==> config.mk <==
export PLATFORM = sky130hd
export DESIGN_NAME = led_pattern_player_flat
export DESIGN_NICKNAME = d
export VERILOG_FILES = /design/src/rtl/led_pattern_player_pkg.sv /design/src/rtl/led_pattern_player_if.sv /design/src/rtl/led_pattern_player_tick_edge_sync.sv /design/src/rtl/led_pattern_player.sv /design/src/flat_wrapper.sv
export SDC_FILE = /design/constraint.sdc
export NUM_CORES = 1
export LEC_CHECK = 0
export ABC_AREA = 1
export CORE_MARGIN = 8
export CORE_UTILIZATION = 46
export DETAILED_ROUTE_END_ITERATION = 10
export PLACE_DENSITY = 0.72
export SLEW_MARGIN = 40
export SYNTH_ARGS = -nofsm -noshare
export SYNTH_HDL_FRONTEND = slang
export SYNTH_SLANG_ARGS = --single-unit
==> constraint.sdc <==
create_clock -name clk_in1 -period 1.35 [get_ports clk_in1]
set_input_delay 0.135 -clock clk_in1 [delete_from_list [all_inputs] [get_ports clk_in1]]
set_output_delay 0.135 -clock clk_in1 [all_outputs]
set_load 0.02 [all_outputs]
==> src/rtl/led_pattern_player_pkg.sv <==
// Shared types and constants for the LED pattern player.
// Latency: n/a (declarations only).
// Backpressure: n/a.
package led_pattern_pkg;

    typedef enum logic {
        IDLE = 1'b0,
        PLAY = 1'b1
    } state_t;

    // Flops between the asynchronous blinker output and the edge detector.
    localparam int SYNC_STAGES = 2;

endpackage

==> src/rtl/led_pattern_player_if.sv <==
// Control/status bundle between a sequencer and the LED pattern player.
// Latency: n/a (wires only).
// Backpressure: none; start is honoured only while the player is idle (busy_out1 low).
// Ports: tick/start/pattern/repeat/abort flow master->slave, led/busy/done flow slave->master.
interface led_pattern_player_if #(
    parameter int PAT_W = 8,
    parameter int REP_W = 4
);
    logic             tick_in1;
    logic             start_in1;
    logic [PAT_W-1:0] pattern_in1;
    logic [REP_W-1:0] repeat_in1;
    logic             abort_in1;
    logic             led_out1;
    logic             busy_out1;
    logic             done_out1;

    modport master (
        output tick_in1,
        output start_in1,
        output pattern_in1,
        output repeat_in1,
        output abort_in1,
        input  led_out1,
        input  busy_out1,
        input  done_out1
    );

    modport slave (
        input  tick_in1,
        input  start_in1,
        input  pattern_in1,
        input  repeat_in1,
        input  abort_in1,
        output led_out1,
        output busy_out1,
        output done_out1
    );
endinterface

==> src/rtl/led_pattern_player_tick_edge_sync.sv <==
// Synchronises the blinker level and emits a one-cycle step on every level change.
// Latency: a change seen at edge k gives step high during the cycle after edge k+1.
// Backpressure: none; every level change yields exactly one step pulse.
// Ports: clk_in1/rst_n_in1 clock and async active-low reset, tick_in1 raw level, step_out1 pulse.
module tick_edge_sync
    import led_pattern_pkg::*;
(
    input  logic clk_in1,
    input  logic rst_n_in1,
    input  logic tick_in1,
    output logic step_out1
);

    logic [SYNC_STAGES-1:0] sync_q;
    logic                   dly_q;

    always_ff @(posedge clk_in1 or negedge rst_n_in1) begin
        if (!rst_n_in1) begin
            sync_q <= '0;
            dly_q  <= 1'b0;
        end else begin
            sync_q <= {sync_q[SYNC_STAGES-2:0], tick_in1};
            dly_q  <= sync_q[SYNC_STAGES-1];
        end
    end

    // Either direction of change counts as one step.
    assign step_out1 = sync_q[SYNC_STAGES-1] ^ dly_q;

endmodule

==> src/rtl/led_pattern_player.sv <==
// Plays a latched bit pattern (MSB first) onto an LED, one bit per blinker toggle, repeated N+1 times.
// Latency: start -> busy/led after 1 edge; tick change -> led update after 2 edges.
// Backpressure: start ignored while busy; abort cancels immediately without a done pulse.
// Ports: clk_in1, rst_n_in1 (async active-low), bus = slave side of led_pattern_player_if.
module led_pattern_player
    import led_pattern_pkg::*;
#(
    parameter int PAT_W = 8,
    parameter int REP_W = 4
) (
    input  logic                 clk_in1,
    input  logic                 rst_n_in1,
    led_pattern_player_if.slave  bus
);

    localparam int                IDX_W    = $clog2(PAT_W);
    localparam logic [IDX_W-1:0]  LAST_IDX = IDX_W'(PAT_W - 1);

    state_t           state_q,   state_d;
    logic [PAT_W-1:0] pattern_q, pattern_d;
    logic [IDX_W-1:0] bit_idx_q, bit_idx_d;
    logic [REP_W-1:0] rep_cnt_q, rep_cnt_d;
    logic             led_q,     led_d;
    logic             busy_q,    busy_d;
    logic             done_q,    done_d;
    logic             step;
    logic [PAT_W-1:0] next_bits;

    tick_edge_sync u_sync (
        .clk_in1   (clk_in1),
        .rst_n_in1 (rst_n_in1),
        .tick_in1  (bus.tick_in1),
        .step_out1 (step)
    );

    // Bit to show after the current one sits at the MSB once the already-played
    // bits are shifted out; only consulted while bit_idx_q < LAST_IDX.
    assign next_bits = pattern_q << (bit_idx_q + IDX_W'(1));

    always_comb begin
        state_d   = state_q;
        pattern_d = pattern_q;
        bit_idx_d = bit_idx_q;
        rep_cnt_d = rep_cnt_q;
        led_d     = led_q;
        busy_d    = busy_q;
        done_d    = 1'b0;

        case (state_q)
            IDLE: begin
                // Steps arriving while idle are simply dropped.
                if (bus.start_in1) begin
                    pattern_d = bus.pattern_in1;
                    rep_cnt_d = bus.repeat_in1;
                    bit_idx_d = '0;
                    led_d     = bus.pattern_in1[PAT_W-1];
                    busy_d    = 1'b1;
                    state_d   = PLAY;
                end
            end
            PLAY: begin
                if (bus.abort_in1) begin
                    led_d   = 1'b0;
                    busy_d  = 1'b0;
                    state_d = IDLE;
                end else if (step) begin
                    if (bit_idx_q != LAST_IDX) begin
                        bit_idx_d = bit_idx_q + IDX_W'(1);
                        led_d     = next_bits[PAT_W-1];
                    end else if (rep_cnt_q != '0) begin
                        rep_cnt_d = rep_cnt_q - REP_W'(1);
                        bit_idx_d = '0;
                        led_d     = pattern_q[PAT_W-1];
                    end else begin
                        led_d   = 1'b0;
                        busy_d  = 1'b0;
                        done_d  = 1'b1;
                        state_d = IDLE;
                    end
                end
            end
            default: state_d = IDLE;
        endcase
    end

    always_ff @(posedge clk_in1 or negedge rst_n_in1) begin
        if (!rst_n_in1) begin
            state_q   <= IDLE;
            pattern_q <= '0;
            bit_idx_q <= '0;
            rep_cnt_q <= '0;
            led_q     <= 1'b0;
            busy_q    <= 1'b0;
            done_q    <= 1'b0;
        end else begin
            state_q   <= state_d;
            pattern_q <= pattern_d;
            bit_idx_q <= bit_idx_d;
            rep_cnt_q <= rep_cnt_d;
            led_q     <= led_d;
            busy_q    <= busy_d;
            done_q    <= done_d;
        end
    end

    assign bus.led_out1  = led_q;
    assign bus.busy_out1 = busy_q;
    assign bus.done_out1 = done_q;

endmodule
==> src/flat_wrapper.sv <==
// flat-port wrapper written by rule: the top's interface ports become plain ports
module led_pattern_player_flat import led_pattern_pkg::*;
#(
    parameter int PAT_W = 8,
    parameter int REP_W = 4
)
  (clk_in1, rst_n_in1, bus_tick_in1, bus_start_in1, bus_pattern_in1, bus_repeat_in1, bus_abort_in1, bus_led_out1, bus_busy_out1, bus_done_out1);
  led_pattern_player_if #(.PAT_W(PAT_W), .REP_W(REP_W)) bus_i ();
  input  logic clk_in1;
  input  logic rst_n_in1;
  input wire logic [$bits(bus_i.tick_in1)-1:0] bus_tick_in1;
  input wire logic [$bits(bus_i.start_in1)-1:0] bus_start_in1;
  input wire logic [$bits(bus_i.pattern_in1)-1:0] bus_pattern_in1;
  input wire logic [$bits(bus_i.repeat_in1)-1:0] bus_repeat_in1;
  input wire logic [$bits(bus_i.abort_in1)-1:0] bus_abort_in1;
  output wire logic [$bits(bus_i.led_out1)-1:0] bus_led_out1;
  output wire logic [$bits(bus_i.busy_out1)-1:0] bus_busy_out1;
  output wire logic [$bits(bus_i.done_out1)-1:0] bus_done_out1;
  assign bus_i.tick_in1 = bus_tick_in1;
  assign bus_i.start_in1 = bus_start_in1;
  assign bus_i.pattern_in1 = bus_pattern_in1;
  assign bus_i.repeat_in1 = bus_repeat_in1;
  assign bus_i.abort_in1 = bus_abort_in1;
  assign bus_led_out1 = bus_i.led_out1;
  assign bus_busy_out1 = bus_i.busy_out1;
  assign bus_done_out1 = bus_i.done_out1;
  led_pattern_player #(.PAT_W(PAT_W), .REP_W(REP_W)) u_core (.clk_in1(clk_in1), .rst_n_in1(rst_n_in1), .bus(bus_i));
endmodule
---- After elaboration in Yosys (flattened, before gate mapping) ----
Index checks and enable logic that the tools add are counted.
storage, ports and cells
  bits in registers ....................... 22
  input port bits ......................... 17
  output and inout port bits .............. 3
  logic and storage cells ................. 65
cells by class
  $add $sub $neg .......................... 2
  equality and inequality tests ........... 10
  shift-type cells ........................ 1
  multiplexer cells ....................... 35
  bitwise gates (word level) .............. 2
  reductions and logical operators ........ 6
operators with widths
  kind                                              count
  2-to-1 mux 1 bit                                  20
  2-to-1 mux 4 bit                                  5
  2-to-1 mux 3 bit                                  5
  != test 3 bit, second input constant              5
  != test 2 bit, second input constant              5
  case mux 4 bit (2 select lines)                   1
  AND reduction 4 bit                               2
  << shifter 8 x 3 -> 8 bit                         1
  case mux 1 bit (2 select lines)                   3
  case mux 3 bit (2 select lines)                   1
  AND reduction 5 bit                               1
  AND reduction 2 bit                               2
  nonzero test 4 bit                                1
  subtractor 4 x 1 -> 4 bit, second input constant  1
  adder 3 x 1 -> 3 bit, second input constant       1
  NOT 1 bit                                         1
  bitwise XOR 1 bit                                 1

---- Longest topological paths before layout ----
  depth in word-level cells ............... 6
  gate-level depth with buffers ........... 10
  gate-level depth less buffers ........... 10

---- Hierarchy ----
From an unflattened synthesis, not the netlist that was laid out.
unflattened totals
  cell total of the unflattened synthesis .. 135
  area, all modules ....................... 1149.9 um^2
by module, submodules not included
  module              instances  cells each  area an instance (um^2)
  led_pattern_player  1          127         1056.0
  tick_edge_sync      1          8           93.8

---- Worst setup path before layout ----
OpenSTA, ideal clock, no wires.
  path kind ............................... reg2reg
  from .................................... reg u_core.bit_idx_q[0]
  to ...................................... reg u_core.bit_idx_q[2]
  library setup time ...................... 0.117 ns
  arrival time ............................ 1.372 ns
  data required time ...................... 1.233 ns
  path slack .............................. -0.140 ns
  stages on the path, launching flop included .. 9
  cell sequence ........................... dfrtp_1 ha_1 ha_1 nand3_1 nand3_1 o21ai_2 inv_1 nand2_1 nand2_1
between the ends
  word-level cells in the longest chain between the ends .. 5
  elaborated cells on any way between the ends .. 8
RTL lines
  item                                                          line                                                source
  start: declaration                                            led_pattern_player.sv:21                            logic [IDX_W-1:0] bit_idx_q, bit_idx_d;
  start signal: assignment                                      led_pattern_player.sv:98                            bit_idx_q <= bit_idx_d;
  adder 3 x 1 -> 3 bit / != test 3 bit (equally long branches)  led_pattern_player.sv:68, led_pattern_player.sv:67
  2-to-1 mux 3 bit                                              led_pattern_player.sv:67                            if (bit_idx_q != LAST_IDX) begin
  2-to-1 mux 3 bit                                              led_pattern_player.sv:66                            end else if (step) begin
  2-to-1 mux 3 bit                                              led_pattern_player.sv:62                            if (bus.abort_in1) begin
  case mux 3 bit (2 select lines)                               led_pattern_player.sv:49                            case (state_q)
Several ways; a longest one is shown, not always the timed one. The select of a mux whose other input is x is not followed.
A chain may end at the register's enable or synchronous reset.

---- Final worst setup path ----
  from .................................... reg u_core.rep_cnt_q[0]
  to ...................................... reg u_core.rep_cnt_q[0]
between the ends
  word-level cells in the longest chain between the ends .. 6
  elaborated cells on any way between the ends .. 9
RTL lines
  item                             line                      source
  start: declaration               led_pattern_player.sv:22  logic [REP_W-1:0] rep_cnt_q, rep_cnt_d;
  start signal: assignment         led_pattern_player.sv:99  rep_cnt_q <= rep_cnt_d;
  subtractor 4 x 1 -> 4 bit        led_pattern_player.sv:71  rep_cnt_d = rep_cnt_q - REP_W'(1);
  2-to-1 mux 4 bit                 led_pattern_player.sv:70  end else if (rep_cnt_q != '0) begin
  2-to-1 mux 4 bit                 led_pattern_player.sv:67
  2-to-1 mux 4 bit                 led_pattern_player.sv:66
  2-to-1 mux 4 bit                 led_pattern_player.sv:62
  case mux 4 bit (2 select lines)  led_pattern_player.sv:49
Several ways; a longest one is shown, not always the timed one. The select of a mux whose other input is x is not followed.

==> impl_metrics.json <==
{
  "synth_ff_type": "dfrtp_1",
  "final_common_cell": "nand2_1",
  "wl_met3_um": 94,
  "cts_made_buffers": 3,
  "r2r_slack_ns": -0.12,
  "start_kind": "flip-flop",
  "min_path_type": "in2async",
  "internal_power_mw": 1.48,
  "ys_seq_area_frac": 0.482,
  "ys_types": 22,
  "synth-simple-area-share": 0.314,
  "setup_viol": 8,
  "synth-compound-area-share": 0.0767,
  "slew_viol_final": 0,
  "clock_power_share": 0.124,
  "clk_pin_slew_worst_paths_ns": 0.12,
  "io-pin-count": 20,
  "synthXorXnorAreaFrac": 0.00767,
  "r2r_end": "u_core.rep_cnt_q[0]$_DFFE_PN0P_",
  "path_class": "reg2reg",
  "p_total_mw": 2.37,
  "cts_buffer_depth": 2,
  "pwr-share-comb": 0.483,
  "netlist_area_um2": 1140,
  "cp-end-kind": "flip-flop",
  "met2_length_um": 1310,
  "grt_max_degree": 23,
  "power.switching_uw": 893,
  "antenna_found_initial": 0,
  "worst_pin_slew_ns": 0.293,
  "r2r-start": "u_core.rep_cnt_q[0]$_DFFE_PN0P_",
  "via_per_inst": 4.78,
  "final_area_um2": 1620,
  "root_buffer": "clkbuf_4",
  "fin_nets": 206,
  "power_density_nw_per_um2": 1460,
  "drc": 0,
  "yosys_warnings": 0,
  "min_period_over_period": 1.09,
  "gp_congestion": 0.842,
  "seqPwrFrac": 0.393,
  "dieArea_um2": 4330,
  "syn_avg_cell_area_um2": 7.88,
  "ir_worst_vdd_uv": 936,
  "vias": 1023,
  "syn-num-nets": 165,
  "layout_common_cells": "nand2_1, dfrtp_1, buf_4",
  "clkSinkCount": 22,
  "crit_path_max_fanout": 8,
  "hpwl_um": 1810,
  "dieHeight_um": 65.8,
  "drt-met1-wl_um": 1130,
  "timing.slew.headroom": 0.804,
  "synthArstFlopShare": 1.00,
  "grt_overflow": 0,
  "drv_cap": 0,
  "swShare": 0.377,
  "postSynthCellCount": 145,
  "first_pass_iters": 4,
  "p_leak_nw": 0.800,
  "totalWireLength_um": 2550,
  "ys_seq_elements": 22,
  "violations": "setup timing",
  "synth_fa_ha_area_frac": 0.0329,
  "die_w_um": 65.8,
  "fin_skew_ns": 0.000838,
  "grt_pass1_wl_um": 4350,
  "synth_top_family_by_area": "simple AND/OR/NAND/NOR gates",
  "synth_mux_area_frac": 0,
  "htreeDepth": 1,
  "dpl_cell_area_um2": 1480,
  "rr_worst_depth": 10,
  "grt_pass1_vias": 1032,
  "highest_layer": "met4",
  "io_buffers": 19,
  "clk_latency_ns": 0.30,
  "hold_violations": 0,
  "cp.arrival_ns": 1.67,
  "antenna_cells": 0,
  "grt_use_total": 0.127,
  "core_um2": 2410,
  "areaGrowthSynthToFinish_pct": 42.1,
  "status": "finished with violations",
  "critPathRequiredTime_ns": 1.55,
  "ant_nets": 0,
  "grt_setup_unrepaired": "yes",
  "synth-edff-count": 0,
  "start_util": 0.474,
  "wl_per_cell_um": 11.9,
  "max_freq_mhz": 682,
  "first_iter_violations": 23,
  "cts_tree": "done",
  "core.rowCount": 18,
  "min_period_ns": 1.47,
  "layout-drive-gt1-share": 0.293,
  "setup_ws_ns": -0.116
}
==> kinds of logic (layout without fill, tap and decap cells) <==
logic type | Yosys count | in the layout
AO/OA/AOI/OAI | 16 | 16
XOR/XNOR | 1 | 1
adder cells (fa/ha/maj) | 3 | 3
buffers and inverters | 21 | 60
flip-flops | 22 | 22
AND/OR/NAND/NOR | 82 | 82
==> area by class of cell <==
class	count	area, um2
tap	30	37.5
inverter	18	76.3
clock buffer	3	22.5
multi-input combinational	102	591
fill	199	787
sequential	22	552
timing repair buffer	39	344
==> state kept, by name, indices dropped and copies added (netlist names) <==
register / cells
u_core.rep_cnt_q: 4
u_core.state_q: 1
u_core.u_sync.dly_q: 1
u_core.bus.done_out1: 1
u_core.bit_idx_q: 3
u_core.u_sync.sync_q: 2
u_core.bus.led_out1: 1
u_core.bus.busy_out1: 1
u_core.pattern_q: 8
==> critical path, stage by stage, from the launching register on <==
cell,delay [ns]
dfrtp_1,0.40
inv_2,0.08
ha_4,0.15
inv_4,0.03
nor2_4,0.08
nand2_1,0.07
a21oi_2,0.20
nor3_4,0.06
buf_6,0.14
nand2_1,0.09
o21ai_2,0.06
==> synthesized netlist by cell type (2+ instances only) <==
| cell type | n | area (um2) |
|---|---|---|
| inv_1 | 16 | 60.1 |
| buf_6 | 2 | 22.5 |
| nor2_1 | 9 | 33.8 |
| nor2_4 | 2 | 22.5 |
| dfrtp_1 | 22 | 551 |
| a21oi_1 | 2 | 10.0 |
| ha_1 | 3 | 37.5 |
| nand2_1 | 56 | 210 |
| o21ai_0 | 11 | 55.1 |
| nand3_1 | 10 | 50.1 |
==> layer usage <==
layer  global-route usage  vias to the layer above
li1                     -                      531
met1                0.151                      475
met2                0.205                       15
met3               0.0356                        2
met4               0.0627                        0
met5                    0                        -
==> worst max-delay path by stage <==
stage | from | endpoint | slack [ns]
6_report | u_core.rep_cnt_q[0]$_DFFE_PN0P_ | u_core.rep_cnt_q[0]$_DFFE_PN0P_ | -0.12
2_1_floorplan | u_core.bit_idx_q[0]$_DFFE_PN0P_ | u_core.bit_idx_q[2]$_DFFE_PN0P_ | -0.06
5_1_grt | u_core.rep_cnt_q[0]$_DFFE_PN0P_ | u_core.rep_cnt_q[0]$_DFFE_PN0P_ | -0.19
3_5_place_dp | u_core.bit_idx_q[0]$_DFFE_PN0P_ | u_core.rep_cnt_q[0]$_DFFE_PN0P_ | -0.13
4_1_cts | u_core.bit_idx_q[0]$_DFFE_PN0P_ | u_core.rep_cnt_q[0]$_DFFE_PN0P_ | -0.08
3_3_place_gp | u_core.bit_idx_q[0]$_DFFE_PN0P_ | u_core.rep_cnt_q[2]$_DFFE_PN0P_ | -0.07
==> timing repair <==
action,4_1_cts,5_1_grt
hold buffers,0,0
gates resized for setup,19,12
endpoints found under the hold margin,0,0
endpoints found under the setup margin,13,19
pin swaps,3,4
setup buffers,4,2
==> stage by stage <==
stage	cells	setup TNS [ns]	utilization	hold WS, ns	setup WS (ns)
after floorplan	145	-0.307	-	-0.161	-0.0557
after global placement	205	-0.406	0.612	0.332	-0.0750
after detailed placement	205	-0.794	0.612	0.339	-0.131
after CTS	212	-0.334	0.654	0.171	-0.0771
after global routing	214	-1.21	0.673	0.189	-0.193
final	214	-0.519	0.673	0.170	-0.116
==> power groups by stage <==
stage | Combinational, mW | Sequential [mW] | Clock (mW)
after floorplan | 0.578 | 0.928 | 0
after global placement | 0.862 | 0.925 | 0
after detailed placement | 0.883 | 0.932 | 0
after CTS | 1.02 | 0.926 | 0.310
after global routing | 1.27 | 0.951 | 0.334
final | 1.14 | 0.932 | 0.294
Power figures use the tool's default switching activity.
